<file path="src/rtl/buttons_pkg.sv">
// Shared constants for the Wishbone button peripheral: register word
// offsets and the bus address width.
package buttons_pkg;

    localparam int ADDR_W = 3;

    localparam logic [ADDR_W-1:0] REG_LEVEL    = 3'd0;
    localparam logic [ADDR_W-1:0] REG_PRESSED  = 3'd1;
    localparam logic [ADDR_W-1:0] REG_RELEASED = 3'd2;
    localparam logic [ADDR_W-1:0] REG_IRQ_EN   = 3'd3;
    localparam logic [ADDR_W-1:0] REG_LONG     = 3'd4;

endpackage

</file>
<file path="src/rtl/buttons_irq_if.sv">
// Wishbone-style register bus used by the button peripheral.
//   cyc   : bus cycle/strobe (master -> slave)
//   we    : 1 = write         (master -> slave)
//   addr  : register word address
//   wdata : write data
//   rdata : read data, registered (slave -> master)
//   ack   : transfer acknowledge, registered (slave -> master)
interface buttons_irq_if;

    logic                          cyc;
    logic                          we;
    logic [buttons_pkg::ADDR_W-1:0] addr;
    logic [31:0]                   wdata;
    logic [31:0]                   rdata;
    logic                          ack;

    modport master (output cyc, output we, output addr, output wdata,
                    input  rdata, input ack);

    modport slave  (input  cyc, input we, input addr, input wdata,
                    output rdata, output ack);

endinterface

</file>
<file path="src/rtl/buttons_debounce_ch.sv">
// One button channel: optional polarity inversion, 2-flop synchroniser,
// debounce counter and stable level, plus single-cycle rise/fall pulses
// that coincide with the edge on which the stable level flips.
//   clk, reset_n : clock, async active-low reset
//   raw          : raw asynchronous pin
//   level        : debounced level, 1 = pressed
//   rise / fall  : combinational pulses, high on the flip cycle
module buttons_debounce_ch #(
    parameter int DEBOUNCE_CYCLES = 65536,
    parameter int ACTIVE_LOW      = 0
) (
    input  logic clk,
    input  logic reset_n,
    input  logic raw,
    output logic level,
    output logic rise,
    output logic fall
);

    localparam int              CNT_W    = $clog2(DEBOUNCE_CYCLES);
    localparam logic [CNT_W-1:0] CNT_LAST = CNT_W'(DEBOUNCE_CYCLES - 1);

    logic             pin;
    logic             sync1;
    logic             sync2;
    logic [CNT_W-1:0] cnt;
    logic             flip;

    // Inverting ahead of the synchroniser means an idle pin always syncs to 0,
    // so clearing the flops on reset is the idle state for either polarity.
    assign pin  = (ACTIVE_LOW != 0) ? ~raw : raw;

    // The counter only reaches CNT_LAST after that many consecutive mismatching
    // samples; any return to agreement clears it.
    assign flip = (sync2 != level) && (cnt == CNT_LAST);

    always_ff @(posedge clk or negedge reset_n) begin
        if (!reset_n) begin
            sync1 <= 1'b0;
            sync2 <= 1'b0;
            level <= 1'b0;
            cnt   <= '0;
        end else begin
            sync1 <= pin;
            sync2 <= sync1;
            if (sync2 == level) begin
                cnt <= '0;
            end else if (flip) begin
                level <= ~level;
                cnt   <= '0;
            end else begin
                cnt <= cnt + CNT_W'(1);
            end
        end
    end

    assign rise = flip & ~level;
    assign fall = flip &  level;

endmodule

</file>
<file path="src/rtl/buttons_irq.sv">
// Wishbone button peripheral: BTN_COUNT debounced inputs, latched
// press/release events (write-1-to-clear), per-channel interrupt enable and
// a registered level interrupt.
// Register map (word address): 0 LEVEL RO, 1 PRESSED W1C, 2 RELEASED W1C,
//   3 IRQ_EN RW, 4 LONG W1C, 5-7 read 0. Bits above BTN_COUNT read 0.
// Optional feature macro: BUTTONS_LONG_PRESS_EN enables the per-channel hold
//   counters and the LONG register; without it address 4 reads 0.
//   clk, reset_n : clock, async active-low reset
//   bus          : register bus, slave side
//   btn          : raw asynchronous button pins
//   irq          : level interrupt, registered
module buttons_irq
    import buttons_pkg::*;
#(
    parameter int BTN_COUNT         = 2,
    parameter int DEBOUNCE_CYCLES   = 65536,
    parameter int ACTIVE_LOW        = 0,
    parameter int LONG_PRESS_CYCLES = 2**24
) (
    input  logic                 clk,
    input  logic                 reset_n,
    buttons_irq_if.slave         bus,
    input  logic [BTN_COUNT-1:0] btn,
    output logic                 irq
);

    logic [BTN_COUNT-1:0] level;
    logic [BTN_COUNT-1:0] rise;
    logic [BTN_COUNT-1:0] fall;
    logic [BTN_COUNT-1:0] pressed;
    logic [BTN_COUNT-1:0] released;
    logic [BTN_COUNT-1:0] irq_en;
    logic [BTN_COUNT-1:0] long_q;

    logic                 wr_en;
    logic [BTN_COUNT-1:0] wr_mask;
    logic [BTN_COUNT-1:0] clr_pressed;
    logic [BTN_COUNT-1:0] clr_released;
    logic [BTN_COUNT-1:0] clr_long;
    logic [31:0]          rd_val;

    // Write bits above the implemented channels have no home.
    logic                 unused_wdata;
    assign unused_wdata = ^bus.wdata[31:BTN_COUNT];

    for (genvar i = 0; i < BTN_COUNT; i++) begin : g_ch
        buttons_debounce_ch #(
            .DEBOUNCE_CYCLES (DEBOUNCE_CYCLES),
            .ACTIVE_LOW      (ACTIVE_LOW)
        ) u_ch (
            .clk     (clk),
            .reset_n (reset_n),
            .raw     (btn[i]),
            .level   (level[i]),
            .rise    (rise[i]),
            .fall    (fall[i])
        );
    end

    // A write lands only on the edge that issues its ack.
    assign wr_en        = bus.cyc & bus.we & ~bus.ack;
    assign wr_mask      = bus.wdata[BTN_COUNT-1:0];
    assign clr_pressed  = (wr_en && bus.addr == REG_PRESSED)  ? wr_mask : '0;
    assign clr_released = (wr_en && bus.addr == REG_RELEASED) ? wr_mask : '0;
    assign clr_long     = (wr_en && bus.addr == REG_LONG)     ? wr_mask : '0;

`ifdef BUTTONS_LONG_PRESS_EN
    localparam int               HOLD_W   = $clog2(LONG_PRESS_CYCLES + 1);
    localparam logic [HOLD_W-1:0] HOLD_MAX = HOLD_W'(LONG_PRESS_CYCLES);

    logic [BTN_COUNT-1:0] long_set;

    for (genvar i = 0; i < BTN_COUNT; i++) begin : g_hold
        logic [HOLD_W-1:0] hold_cnt;

        always_ff @(posedge clk or negedge reset_n) begin
            if (!reset_n) begin
                hold_cnt <= '0;
            end else if (!level[i]) begin
                hold_cnt <= '0;
            end else if (hold_cnt != HOLD_MAX) begin
                hold_cnt <= hold_cnt + HOLD_W'(1);
            end
        end

        // Fires only on the step into saturation, so one hold flags once.
        assign long_set[i] = level[i] && (hold_cnt == HOLD_MAX - HOLD_W'(1));
    end

    always_ff @(posedge clk or negedge reset_n) begin
        if (!reset_n) begin
            long_q <= '0;
        end else begin
            long_q <= (long_q & ~clr_long) | long_set;
        end
    end
`else
    logic unused_clr_long;
    assign unused_clr_long = |clr_long;
    assign long_q          = '0;
`endif

    // New events are OR-ed in after the clear so a same-cycle set wins.
    always_ff @(posedge clk or negedge reset_n) begin
        if (!reset_n) begin
            pressed  <= '0;
            released <= '0;
            irq_en   <= '0;
            irq      <= 1'b0;
        end else begin
            pressed  <= (pressed  & ~clr_pressed)  | rise;
            released <= (released & ~clr_released) | fall;
            if (wr_en && bus.addr == REG_IRQ_EN) begin
                irq_en <= wr_mask;
            end
            irq <= |((pressed | released | long_q) & irq_en);
        end
    end

    always_comb begin
        rd_val = '0;
        case (bus.addr)
            REG_LEVEL:    rd_val[BTN_COUNT-1:0] = level;
            REG_PRESSED:  rd_val[BTN_COUNT-1:0] = pressed;
            REG_RELEASED: rd_val[BTN_COUNT-1:0] = released;
            REG_IRQ_EN:   rd_val[BTN_COUNT-1:0] = irq_en;
            REG_LONG:     rd_val[BTN_COUNT-1:0] = long_q;
            default:      rd_val = '0;
        endcase
    end

    // ack toggles while cyc is held, so acks are never back-to-back.
    always_ff @(posedge clk or negedge reset_n) begin
        if (!reset_n) begin
            bus.ack   <= 1'b0;
            bus.rdata <= '0;
        end else begin
            bus.ack   <= bus.cyc & ~bus.ack;
            bus.rdata <= (bus.cyc & ~bus.we) ? rd_val : 32'h0;
        end
    end

endmodule

</file>
<file path="src/flat_wrapper.sv">
// flat-port wrapper written by rule: the top's interface ports become plain ports
module buttons_irq_flat import buttons_pkg::*;
#(
    parameter int BTN_COUNT         = 2,
    parameter int DEBOUNCE_CYCLES   = 65536,
    parameter int ACTIVE_LOW        = 0,
    parameter int LONG_PRESS_CYCLES = 2**24
)
  (clk, reset_n, btn, irq, bus_cyc, bus_we, bus_addr, bus_wdata, bus_rdata, bus_ack);
  buttons_irq_if bus_i ();
  input  logic clk;
  input  logic reset_n;
  input  logic [BTN_COUNT-1:0] btn;
  output logic irq;
  input wire logic [$bits(bus_i.cyc)-1:0] bus_cyc;
  input wire logic [$bits(bus_i.we)-1:0] bus_we;
  input wire logic [$bits(bus_i.addr)-1:0] bus_addr;
  input wire logic [$bits(bus_i.wdata)-1:0] bus_wdata;
  output wire logic [$bits(bus_i.rdata)-1:0] bus_rdata;
  output wire logic [$bits(bus_i.ack)-1:0] bus_ack;
  assign bus_i.cyc = bus_cyc;
  assign bus_i.we = bus_we;
  assign bus_i.addr = bus_addr;
  assign bus_i.wdata = bus_wdata;
  assign bus_rdata = bus_i.rdata;
  assign bus_ack = bus_i.ack;
  buttons_irq #(.BTN_COUNT(BTN_COUNT), .DEBOUNCE_CYCLES(DEBOUNCE_CYCLES), .ACTIVE_LOW(ACTIVE_LOW), .LONG_PRESS_CYCLES(LONG_PRESS_CYCLES)) u_core (.clk(clk), .reset_n(reset_n), .bus(bus_i), .btn(btn), .irq(irq));
endmodule
</file>
<file path="config.mk">
export PLATFORM = sky130hd
export DESIGN_NAME = buttons_irq_flat
export DESIGN_NICKNAME = d
export VERILOG_FILES = /design/src/rtl/buttons_pkg.sv /design/src/rtl/buttons_irq_if.sv /design/src/rtl/buttons_debounce_ch.sv /design/src/rtl/buttons_irq.sv /design/src/flat_wrapper.sv
export SDC_FILE = /design/constraint.sdc
export NUM_CORES = 1
export LEC_CHECK = 0
export ABC_AREA = 1
export CELL_PAD_IN_SITES_DETAIL_PLACEMENT = 1
export CELL_PAD_IN_SITES_GLOBAL_PLACEMENT = 1
export CORE_ASPECT_RATIO = 1.2
export CORE_MARGIN = 2
export CORE_UTILIZATION = 36
export CTS_BUF_LIST = sky130_fd_sc_hd__clkbuf_4 sky130_fd_sc_hd__clkbuf_8
export CTS_CLUSTER_DIAMETER = 200
export CTS_CLUSTER_SIZE = 30
export DETAILED_ROUTE_END_ITERATION = 10
export GPL_TIMING_DRIVEN = 0
export PLACE_DENSITY = 0.95
export SLEW_MARGIN = 20
export SYNTH_ARGS = -nofsm -noshare
export SYNTH_HDL_FRONTEND = slang
export SYNTH_SLANG_ARGS = --single-unit
</file>
<file path="constraint.sdc">
create_clock -name clk -period 1.7 [get_ports clk]
set_clock_uncertainty 0.2 [all_clocks]
set_input_delay 0.255 -clock clk [delete_from_list [all_inputs] [get_ports clk]]
set_output_delay 0.255 -clock clk [all_outputs]
set_load 0.02 [all_outputs]
</file>
==> impl_metrics.csv, run 1 <==
group,metric,value,unit
status,run_status,"finished clean",
synthesis,synth_seq_cells,48,
synthesis,synthDistinctLibCells,25,
sta,hold_viol_final,0,
sta,max_freq,0.606,GHz
power,p_comb_share,13.7,%
hold_path,hold_depth,0,
global_routing,grt_usage,17.9,%
floorplanning,coreArea,7190,µm²
floorplanning,io_pins,75,
sta,finalMaxSlewViolations,0,
drt,drc,0,
hold_path,min_from,"u_core.g_ch[0].u_ch.sync1$_DFF_PN0_",
setup_path,crit_fanout,8,
drt,ant_nets,0,
synthesis,syn-cell-area,2650,µm²
setup_path,crit_start,"u_core.g_ch[0].u_ch.cnt[4]$_DFF_PN0_",
setup_path,reg2reg_from,"u_core.g_ch[0].u_ch.cnt[4]$_DFF_PN0_",
setup_path,r2r_end,"u_core.g_ch[0].u_ch.cnt[3]$_DFF_PN0_",
setup_path,cp_top_family,"simple AND/OR/NAND/NOR gates",
power,p_sw,0.628,mW
floorplanning,rows,34,
synthesis,yosys.area.top_type,"dfrtp_1",
sta,setup_viol,0,
hold_path,holdPathEnd,"u_core.g_ch[0].u_ch.sync2$_DFF_PN0_",
sta,fin_crit_sh,97.0,%
global_routing,grt_max_degree,32,
synthesis,yosys_warnings,0,
final_layout,final_nets,436,
placed_design,dp_hpwl,4740,µm
clock_network,insertion_delay,0.31,ns
power,p_leak,1.58,nW
global_routing,grt_pass1_wl,11200,µm
floorplanning,die_h,98.0,µm
setup_path,crit_type,"reg -> reg",
power,finalPower,2.42,mW
power,p_int,1.79,mW
setup_path,cp.buffers_inverters,0,
sta,setup_tns,0,ns
power,power_density,744,nW/µm²
drt,viasPerCell,4.82,
setup_path,regToRegSetupSlack,0.05,ns
clock_network,clockBufferDepth,2,
final_layout,final_cell_mix,"nand2_1 (87), nor2_1 (52), dfrtp_1 (48), inv_1 (37), buf_4 (36)",
drt,dr.pass1.iters,4,
synthesis,synth_top_area_share,45.3,%
setup_path,slowest_stage,"dfrtp_1",
synthesis,synth.avg_cell_area,7.91,µm²
clock_network,clk_pin_slew,0.09,ns
drt,initialDrtViolationCount,96,
synthesis,synth_top_cells_by_area,"dfrtp_1 (45%), nand2_1 (12%), buf_4 (8.5%), nor2_1 (7.5%), inv_1 (5.2%)",
setup_path,rr_worst_depth,7,
placed_design,io_buffers,14,
drt,wirelength,6800,µm
drt,vias,2335,
sta,fin_crit,1.65,ns
power,p_sw_share,26.0,%
clock_network,cts-buffers-inserted,5,
final_layout,final_common_cell,"nand2_1",
setup_path,slowest_delay,0.44,ns
hold_path,hp-class,"reg -> reg",
setup_path,critPathCaptureType,"flop",
global_routing,antenna_found_initial,0,
global_routing,grt-ovfl-total,0,
final_layout,area_growth,22.7,%
final_layout,diodes,0,
floorplanning,die_x,82.3,µm
final_layout,drive_gt1_share,16.8,%
flow_run,cap_violations,0,
global_routing,grt_pass1_vias,2462,
clock_network,cts_tree,"done",
setup_path,cp-start-kind,"flop",
power,pwr-share-seq,51.6,%
floorplanning,initial_core_util,36.9,%
setup_path,required,1.70,ns
clock_network,cts.sinks,48,
power,p_clk_share,34.7,%
clock_network,h-tree-depth,2,
setup_path,cp_cell_sequence,"nand2_1 > nor2_4 > nand2_2 > nor2_4 > nand2_2 > nand2_4 > nor2_1",
setup_path,critPathArrivalTime,1.65,ns
clock_network,cts-root-buf,"clkbuf_8",
synthesis,seq_area_frac_synth,45.3,%
drt,wl_per_cell,14.0,µm
final_layout,fillerInstances,893,
placed_design,gp_congestion,0.857,
power,ir_worst_vdd,0.310,mV
floorplanning,dieArea,8070,µm²
sta,hold_ws,0.166,ns
synthesis,synthCells,335,
==> through the flow <==
stage | instance area (µm²) | std cells | util [%] | setup slack (ns)
finish | 3250 | 484 | 45.2 | 0.0502
global placement | 3010 | 468 | 41.9 | -1.21
global route | 3250 | 484 | 45.2 | -0.0228
CTS | 3150 | 479 | 43.9 | 0.000480
detailed placement | 3030 | 469 | 42.1 | -0.180
floorplan | 2760 | 364 | - | 0.219
==> timing repair <==
item,in CTS,in global routing
endpoints found under the hold margin,17,0
setup buffers,1,5
pin swaps,0,4
resized for setup,4,10
endpoints found under the setup margin,21,25
hold buffers,1,0
==> cell type report <==
class / count / area (µm²) / area share, %
timing repair buffer: 22 / 209 / 6.43
multi-input combinational: 248 / 1250 / 38.4
inverter: 38 / 143 / 4.39
clock inverter: 2 / 35.0 / 1.08
sequential: 48 / 1200 / 37.0
tap: 90 / 113 / 3.46
buffer: 30 / 225 / 6.93
clock buffer: 6 / 76.3 / 2.35
==> per-layer routing <==
metal  up-vias  track usage (%)  routed length (µm)
li1       1093                -                   -
met2        61             32.3                3790
met5         -                0                   0
met1      1159             19.2                2510
met4         0             7.56                 199
met3        22             4.53                 303
==> synth_stat cells (all sizes together) <==
cell type	count
inv	38
buf	30
nor3b	1
nand4	8
nand3	18
nor3	3
ha	2
xor2	8
o21ai	14
nor2	60
conb	1
nand2	93
xnor2	5
a21oi	2
dfrtp	48
o21bai	4
==> worst max path at each step <==
stage,end,depth (start not counted)
after floorplan,u_core.g_ch[1].u_ch.cnt[11]$_DFF_PN0_,8
after global placement,u_core.g_ch[0].u_ch.cnt[0]$_DFF_PN0_,1
after detailed placement,u_core.pressed[1]$_DFF_PN0_,6
after CTS,bus_rdata[1],1
after global routing,u_core.g_ch[0].u_ch.cnt[5]$_DFF_PN0_,7
final,u_core.g_ch[0].u_ch.cnt[3]$_DFF_PN0_,7
==> registers in the layout, summed over array words and instances (netlist names) <==
register and cells:
u_core.g_ch.u_ch.cnt 32, u_core.bus.rdata 2, u_core.g_ch.u_ch.level 2, u_core.g_ch.u_ch.sync1 2
u_core.g_ch.u_ch.sync2 2, u_core.irq_en 2, u_core.pressed 2, u_core.released 2
u_core.bus.ack 1, u_core.irq 1
==> power by group through the flow <==
stage	clock network, mW	logic [mW]	registers, mW
2_1_floorplan	0	0.194	1.27
3_3_place_gp	0	0.294	1.26
3_5_place_dp	0	0.310	1.26
4_1_cts	0.858	0.308	1.24
5_1_grt	0.898	0.366	1.25
6_report	0.839	0.332	1.25
==> cell families after synthesis <==
group	share of synthesized area, %
AND/OR/NAND/NOR	30.3
flip-flops	45.3
adder cells (fa/ha/maj)	0.944
buffers and inverters	13.9
AO/OA/AOI/OAI	4.16
XOR/XNOR	5.29
other	0.142
(Power assumes the default switching activity.)
==> run 2, diff against run 1 <==
--- a/config.mk
+++ b/config.mk
@@ -17,7 +17,7 @@
 export DETAILED_ROUTE_END_ITERATION = 10
 export GPL_TIMING_DRIVEN = 0
 export PLACE_DENSITY = 0.95
-export SLEW_MARGIN = 20
+export SLEW_MARGIN = 15
 export SYNTH_ARGS = -nofsm -noshare
 export SYNTH_HDL_FRONTEND = slang
 export SYNTH_SLANG_ARGS = --single-unit
==> results of run 2 <==
Same layout as run 1: the final DEF is identical, and so are final timing and power.
